--- src/rtl/protected_region_table_pkg.sv ---
// Shared types and constants for the protected region table.
// Latency: n/a (types only).
// Backpressure: n/a.
// Region records are stored at a fixed maximum address width; narrower
// buses zero-extend into them and the unused upper bits stay constant 0.
package protected_region_table_pkg;

   // Widest supported bus address; BUS_WIDTH of the table must not exceed it.
   localparam int unsigned PRT_AW = 64;

   // One protected address range. base/limit are inclusive and unsigned.
   typedef struct packed {
      logic [PRT_AW-1:0] base;
      logic [PRT_AW-1:0] limit;
      logic              ro;
      logic              valid;
   } region_t;

   localparam region_t REGION_RESET = '0;

   // Source of the counter saturation value; sliced to CNT_WIDTH by the user.
   localparam logic [63:0] CNT_ALL_ONES = '1;

endpackage

--- src/rtl/protected_region_cmp.sv ---
// Per-slot range comparator: flags an address inside an armed region.
// Latency: purely combinational.
// Backpressure: none.
// Ports: region_i (slot record), addr_i (zero-extended access address),
//        hit_o (slot armed and base <= addr <= limit, inclusive).
module protected_region_cmp
   import protected_region_table_pkg::*;
(
   input  region_t           region_i,
   input  logic [PRT_AW-1:0] addr_i,
   output logic              hit_o
);

   assign hit_o = region_i.valid
                & (addr_i >= region_i.base)
                & (addr_i <= region_i.limit);

endmodule

--- src/rtl/protected_region_table.sv ---
// Write-once table of protected address ranges with access checking and violation capture.
// Latency: chk_* and viol_* reflect an access one cycle after it is presented.
// Backpressure: none; every access and arm request is evaluated in its own cycle.
// Ports: clk/nreset; cfg_* arm request (cfg_err pulses on reject, region_valid is the armed
//        bitmap); chk_* access in, registered hit/region/deny out; viol_* sticky capture + clear.
module protected_region_table
   import protected_region_table_pkg::*;
#(
   parameter int unsigned BUS_WIDTH   = 32,
   parameter int unsigned NUM_REGIONS = 4,
   parameter int unsigned IDX_WIDTH   = 2,
   parameter int unsigned CNT_WIDTH   = 8
)(
   input  logic                   clk,
   input  logic                   nreset,
   input  logic                   cfg_set,
   input  logic [IDX_WIDTH-1:0]   cfg_idx,
   input  logic [BUS_WIDTH-1:0]   cfg_base,
   input  logic [BUS_WIDTH-1:0]   cfg_limit,
   input  logic                   cfg_ro,
   input  logic                   cfg_lock_all,
   output logic                   cfg_err,
   output logic [NUM_REGIONS-1:0] region_valid,
   input  logic                   chk_valid,
   input  logic [BUS_WIDTH-1:0]   chk_addr,
   input  logic                   chk_write,
   output logic                   chk_hit,
   output logic [IDX_WIDTH-1:0]   chk_region,
   output logic                   chk_deny,
   output logic                   viol_flag,
   output logic [BUS_WIDTH-1:0]   viol_addr,
   output logic [CNT_WIDTH-1:0]   viol_count,
   input  logic                   viol_clr
);

   localparam logic [CNT_WIDTH-1:0] CNT_SAT = CNT_ALL_ONES[CNT_WIDTH-1:0];

   region_t                regions_q [NUM_REGIONS];
   region_t                regions_d [NUM_REGIONS];
   logic                   cfg_err_q, cfg_err_d;
   logic                   chk_hit_q, chk_hit_d;
   logic [IDX_WIDTH-1:0]   chk_region_q, chk_region_d;
   logic                   chk_deny_q, chk_deny_d;
   logic                   viol_flag_q, viol_flag_d;
   logic [BUS_WIDTH-1:0]   viol_addr_q, viol_addr_d;
   logic [CNT_WIDTH-1:0]   viol_count_q, viol_count_d;

   logic [NUM_REGIONS-1:0] hit_vec;
   logic [PRT_AW-1:0]      addr_ext;
   logic                   slot_busy, idx_ok, arm_ok;
   logic                   hit_any, sel_ro;
   logic [IDX_WIDTH-1:0]   sel_idx;

   assign addr_ext = PRT_AW'(chk_addr);

   // Comparators see the pre-edge region state, so an arm in the same
   // cycle as an access never protects that access.
   for (genvar g = 0; g < NUM_REGIONS; g++) begin : g_slot
      protected_region_cmp u_cmp (
         .region_i (regions_q[g]),
         .addr_i   (addr_ext),
         .hit_o    (hit_vec[g])
      );
      assign region_valid[g] = regions_q[g].valid;
   end

   // Arm logic: write-once slots, rejected on lock, bad index or inverted bounds.
   always_comb begin
      slot_busy = 1'b0;
      for (int i = 0; i < NUM_REGIONS; i++) begin
         if (cfg_idx == IDX_WIDTH'(i)) slot_busy = regions_q[i].valid;
      end
      idx_ok    = (32'(cfg_idx) < NUM_REGIONS);
      arm_ok    = cfg_set & ~cfg_lock_all & idx_ok & ~slot_busy & (cfg_base <= cfg_limit);
      cfg_err_d = cfg_set & ~arm_ok;
      for (int i = 0; i < NUM_REGIONS; i++) begin
         regions_d[i] = regions_q[i];
         if (arm_ok && (cfg_idx == IDX_WIDTH'(i))) begin
            regions_d[i].base  = PRT_AW'(cfg_base);
            regions_d[i].limit = PRT_AW'(cfg_limit);
            regions_d[i].ro    = cfg_ro;
            regions_d[i].valid = 1'b1;
         end
      end
   end

   // Priority encoder: scanning downward leaves the lowest hit index selected,
   // which also decides the ro attribute when regions overlap.
   always_comb begin
      hit_any = 1'b0;
      sel_idx = '0;
      sel_ro  = 1'b0;
      for (int i = NUM_REGIONS - 1; i >= 0; i--) begin
         if (hit_vec[i]) begin
            hit_any = 1'b1;
            sel_idx = IDX_WIDTH'(i);
            sel_ro  = regions_q[i].ro;
         end
      end
      chk_hit_d    = chk_valid & hit_any;
      chk_region_d = chk_hit_d ? sel_idx : '0;
      chk_deny_d   = chk_hit_d & (chk_write | ~sel_ro);
   end

   // Violation capture: a clear is applied before a same-cycle deny, so that
   // deny becomes the new first fault.
   always_comb begin
      viol_flag_d  = viol_flag_q;
      viol_addr_d  = viol_addr_q;
      viol_count_d = viol_count_q;
      if (viol_clr) begin
         viol_flag_d  = 1'b0;
         viol_addr_d  = '0;
         viol_count_d = '0;
      end
      if (chk_deny_d) begin
         if (!viol_flag_d) begin
            viol_flag_d = 1'b1;
            viol_addr_d = chk_addr;
         end
         if (viol_count_d != CNT_SAT) viol_count_d = viol_count_d + CNT_WIDTH'(1);
      end
   end

   always_ff @(posedge clk or negedge nreset) begin
      if (!nreset) begin
         for (int i = 0; i < NUM_REGIONS; i++) regions_q[i] <= REGION_RESET;
         cfg_err_q    <= 1'b0;
         chk_hit_q    <= 1'b0;
         chk_region_q <= '0;
         chk_deny_q   <= 1'b0;
         viol_flag_q  <= 1'b0;
         viol_addr_q  <= '0;
         viol_count_q <= '0;
      end else begin
         for (int i = 0; i < NUM_REGIONS; i++) regions_q[i] <= regions_d[i];
         cfg_err_q    <= cfg_err_d;
         chk_hit_q    <= chk_hit_d;
         chk_region_q <= chk_region_d;
         chk_deny_q   <= chk_deny_d;
         viol_flag_q  <= viol_flag_d;
         viol_addr_q  <= viol_addr_d;
         viol_count_q <= viol_count_d;
      end
   end

   assign cfg_err    = cfg_err_q;
   assign chk_hit    = chk_hit_q;
   assign chk_region = chk_region_q;
   assign chk_deny   = chk_deny_q;
   assign viol_flag  = viol_flag_q;
   assign viol_addr  = viol_addr_q;
   assign viol_count = viol_count_q;

endmodule

--- config.mk ---
export PLATFORM = sky130hd
export DESIGN_NAME = protected_region_table
export DESIGN_NICKNAME = d
export VERILOG_FILES = /design/src/rtl/protected_region_table_pkg.sv /design/src/rtl/protected_region_cmp.sv /design/src/rtl/protected_region_table.sv
export SDC_FILE = /design/constraint.sdc
export NUM_CORES = 1
export LEC_CHECK = 0
export ABC_CLOCK_PERIOD_IN_PS = 5670
export CORE_AREA = 4 4 190 192
export DETAILED_ROUTE_END_ITERATION = 10
export DIE_AREA = 0 0 194 196
export PLACE_DENSITY = 0.75
export SYNTH_ARGS = -nofsm -noshare
export SYNTH_HDL_FRONTEND = slang
export SYNTH_SLANG_ARGS = --single-unit
export TNS_END_PERCENT = 30
--- constraint.sdc ---
create_clock -name clk -period 5.67 [get_ports clk]
set_input_delay 1.134 -clock clk [delete_from_list [all_inputs] [get_ports clk]]
set_output_delay 1.134 -clock clk [all_outputs]
set_load 0.05 [all_outputs]
==> impl_metrics.env <==
export IMPL_run_status="finished clean"
export IMPL_grt_overflow_total=0
export IMPL_holdPathStages=1
export IMPL_fp_dieH_um=196
export IMPL_gp_congestion=0.954
export IMPL_clock_tree_root_cell="clkbuf_16"
export IMPL_grt_setup_unrepaired="false"
export IMPL_drive_gt1_frac=0.129
export IMPL_dpl_hpwl_um=37300
export IMPL_remaining_drc_errors=0
export IMPL_clock_latency_ns=0.53
export IMPL_crit_fanout=21
export IMPL_synth_top_area_frac=0.415
export IMPL_hold_violations=0
export IMPL_postCtsHoldBufs=0
export IMPL_maxCapViolCount=0
export IMPL_antenna_found_initial=0
export IMPL_seq_area_frac_synth=0.415
export IMPL_tightest_slew_ns=0.895
export IMPL_drv_slew=0
export IMPL_io_pins=156
export IMPL_cts_htree_levels=2
export IMPL_avgSynthCellArea_um2=10.7
export IMPL_drt_first_pass_iters=5
export IMPL_slew_headroom=0.403
export IMPL_setup_viol=0
export IMPL_routedWlPerCell_um=21.0
export IMPL_final_common_cell="dfrtp_1"
export IMPL_stdcell_count=2413
export IMPL_crit_arrival_ns=5.30
export IMPL_nets=2327
export IMPL_layout_cells_most_common_list="310 x dfrtp_1, 289 x ha_1, 286 x inv_1"
export IMPL_crit_type="input pin to flip-flop"
export IMPL_dieArea_um2=38000
export IMPL_syn_num_nets=2132
export IMPL_dp_cells=2348
export IMPL_fp_dieW_um=194
export IMPL_vdd_ir_drop_max_uv=292
export IMPL_ys_async_sr_fraction=1.00
export IMPL_clock_path_buffers=3
export IMPL_cts_buffers=37
export IMPL_yosysTopAreaCell="dfrtp_1"
export IMPL_area_growth_synth_to_final_pct=19.5
export IMPL_drt_iter0_markers=850
export IMPL_synth_edf_count=0
export IMPL_post_cts_buffers=0
export IMPL_post_route_util=0.649
export IMPL_pre_cts_ws_ns=0.272
export IMPL_synth_area_um2=18700
export IMPL_tns_ns=0
export IMPL_synthTopCellsByArea="dfrtp_1 42%, ha_1 19%, mux2_2 8.3%"
export IMPL_wl_um=50600
export IMPL_endpoint_kind="flip-flop"
export IMPL_initial_core_util=0.543
export IMPL_min_path_type="flip-flop to flip-flop"
export IMPL_critPathLaunchType="input pin"
export IMPL_synth_flop_cell="dfrtp_1"
export IMPL_fin_ws_ns=0.783
export IMPL_synth_cell_types=61
export IMPL_cts_tree="done"
export IMPL_yosysWarnings=0
export IMPL_grt_first_pass_wirelength_um=80200
export IMPL_required_ns=6.08
export IMPL_skew_ns=0.0154
export IMPL_coreArea_um2=34400
export IMPL_synth_seq_cells=310
export IMPL_gr_usage_all_layers=0.264
export IMPL_power_density_nw_per_um2=436
export IMPL_port_buffer_count=155
export IMPL_reg2reg_depth=12
export IMPL_antennaDiodeCount=0
export IMPL_viasPerCell=5.78
export IMPL_grt_pass1_vias=14398
export IMPL_grt_max_degree=117
export IMPL_leakagePower_nw=11.9
export IMPL_clk_pin_slew_ns=0.05
export IMPL_period_share=0.862
export IMPL_max_freq_mhz=205
export IMPL_cts_num_sinks=310
export IMPL_ant_nets=0
export IMPL_period_minus_slack_ns=4.89
export IMPL_rows=68
export IMPL_syn_inst=1737
export IMPL_vias=13946
export IMPL_cts_resized_gates=0
[synth_stat cells (30+ instances only)]
| master | count |
|---|---|
| a22o_1 | 34 |
| nand3_1 | 30 |
| nand2_1 | 76 |
| dfrtp_1 | 310 |
| inv_1 | 286 |
| mux2_2 | 138 |
| o21ai_0 | 46 |
| a21oi_1 | 110 |
| mux2i_1 | 125 |
| nor2_1 | 39 |
| ha_1 | 289 |
| nand4_1 | 46 |
[where the power goes]
| group | switching (W) | internal [W] | total [W] |
|---|---|---|---|
| combinational | 0.00229 | 0.00163 | 0.00392 |
| clock | 0.000951 | 0.00149 | 0.00244 |
| sequential | 0.000356 | 0.00302 | 0.00337 |
[stage by stage]
step | total power (W) | hold WS (ns) | area (um^2)
after floorplan | 0.00596 | 0.471 | 18700
after detailed placement | 0.00730 | 0.489 | 21100
after CTS | 0.00976 | 0.503 | 22300
after global routing | 0.0104 | 0.510 | 22300
final | 0.00973 | 0.502 | 22300
after global placement | 0.00711 | 0.481 | 21100
[final cells by class]
class                           instances  area (um^2)
Fill cell                            2718        12100
Sequential cell                       310         7760
Clock inverter                          8          126
Tap cell                              455          569
Inverter                              286         1070
Timing Repair Buffer                  195         1960
Multi-Input combinational cell       1102         9720
Clock buffer                           57         1110
[sequential cells by signal, summed over array words and instances (netlist names)]
signal and count:
chk_hit 1, chk_deny 1, cfg_err 1, regions_q 260, viol_count 8, chk_region 2
region_valid 4, viol_flag 1, viol_addr 32
[logic make-up (layout without fill, tap and decap cells)]
logic type,after synthesis,after routing,share of synthesized area
buffers and inverters,325,546,0.0669
DFF,310,310,0.415
adders and majority gates,289,289,0.194
AOI/OAI and AO/OA,275,275,0.0952
and+or+nand+nor,271,271,0.0760
muxes,264,264,0.151
xor gates and xnor gates,3,3,0.00141
[metal layers]
layer / global-route usage / part of all wire / vias up
li1: - / - / 6519
met1: 0.353 / 0.44 / 6989
met2: 0.451 / 0.49 / 352
met3: 0.0410 / 0.049 / 86
met4: 0.0747 / 0.028 / 0
met5: 0 / 0 / -
[worst paths after layout]
kind	start	end	slack, ns
hold reg to reg	regions_q[89]	regions_q[89]	0.50
setup reg to reg	regions_q[196]	viol_addr[15]	1.75
max in group asynchronous	nreset	regions_q[91]	3.81
hold / removal	regions_q[89]	regions_q[89]	0.50
min in group asynchronous	nreset	regions_q[330]	0.67
setup / recovery	chk_addr[0]	viol_addr[15]	0.78
[critical path: stages]
cell and delay [ns]:
clkdlybuf4s50_1 0.42, inv_1 0.30, ha_1 0.30, nand2b_4 0.14
a2111oi_2 0.54, or4_1 0.28, o211ai_1 0.15, a2111o_1 0.53
and4b_4 0.23, o311ai_4 0.32, nand3_4 0.18, o21a_1 0.23
buf_4 0.24, a22o_1 0.27
Power figures use the tool's default switching activity.
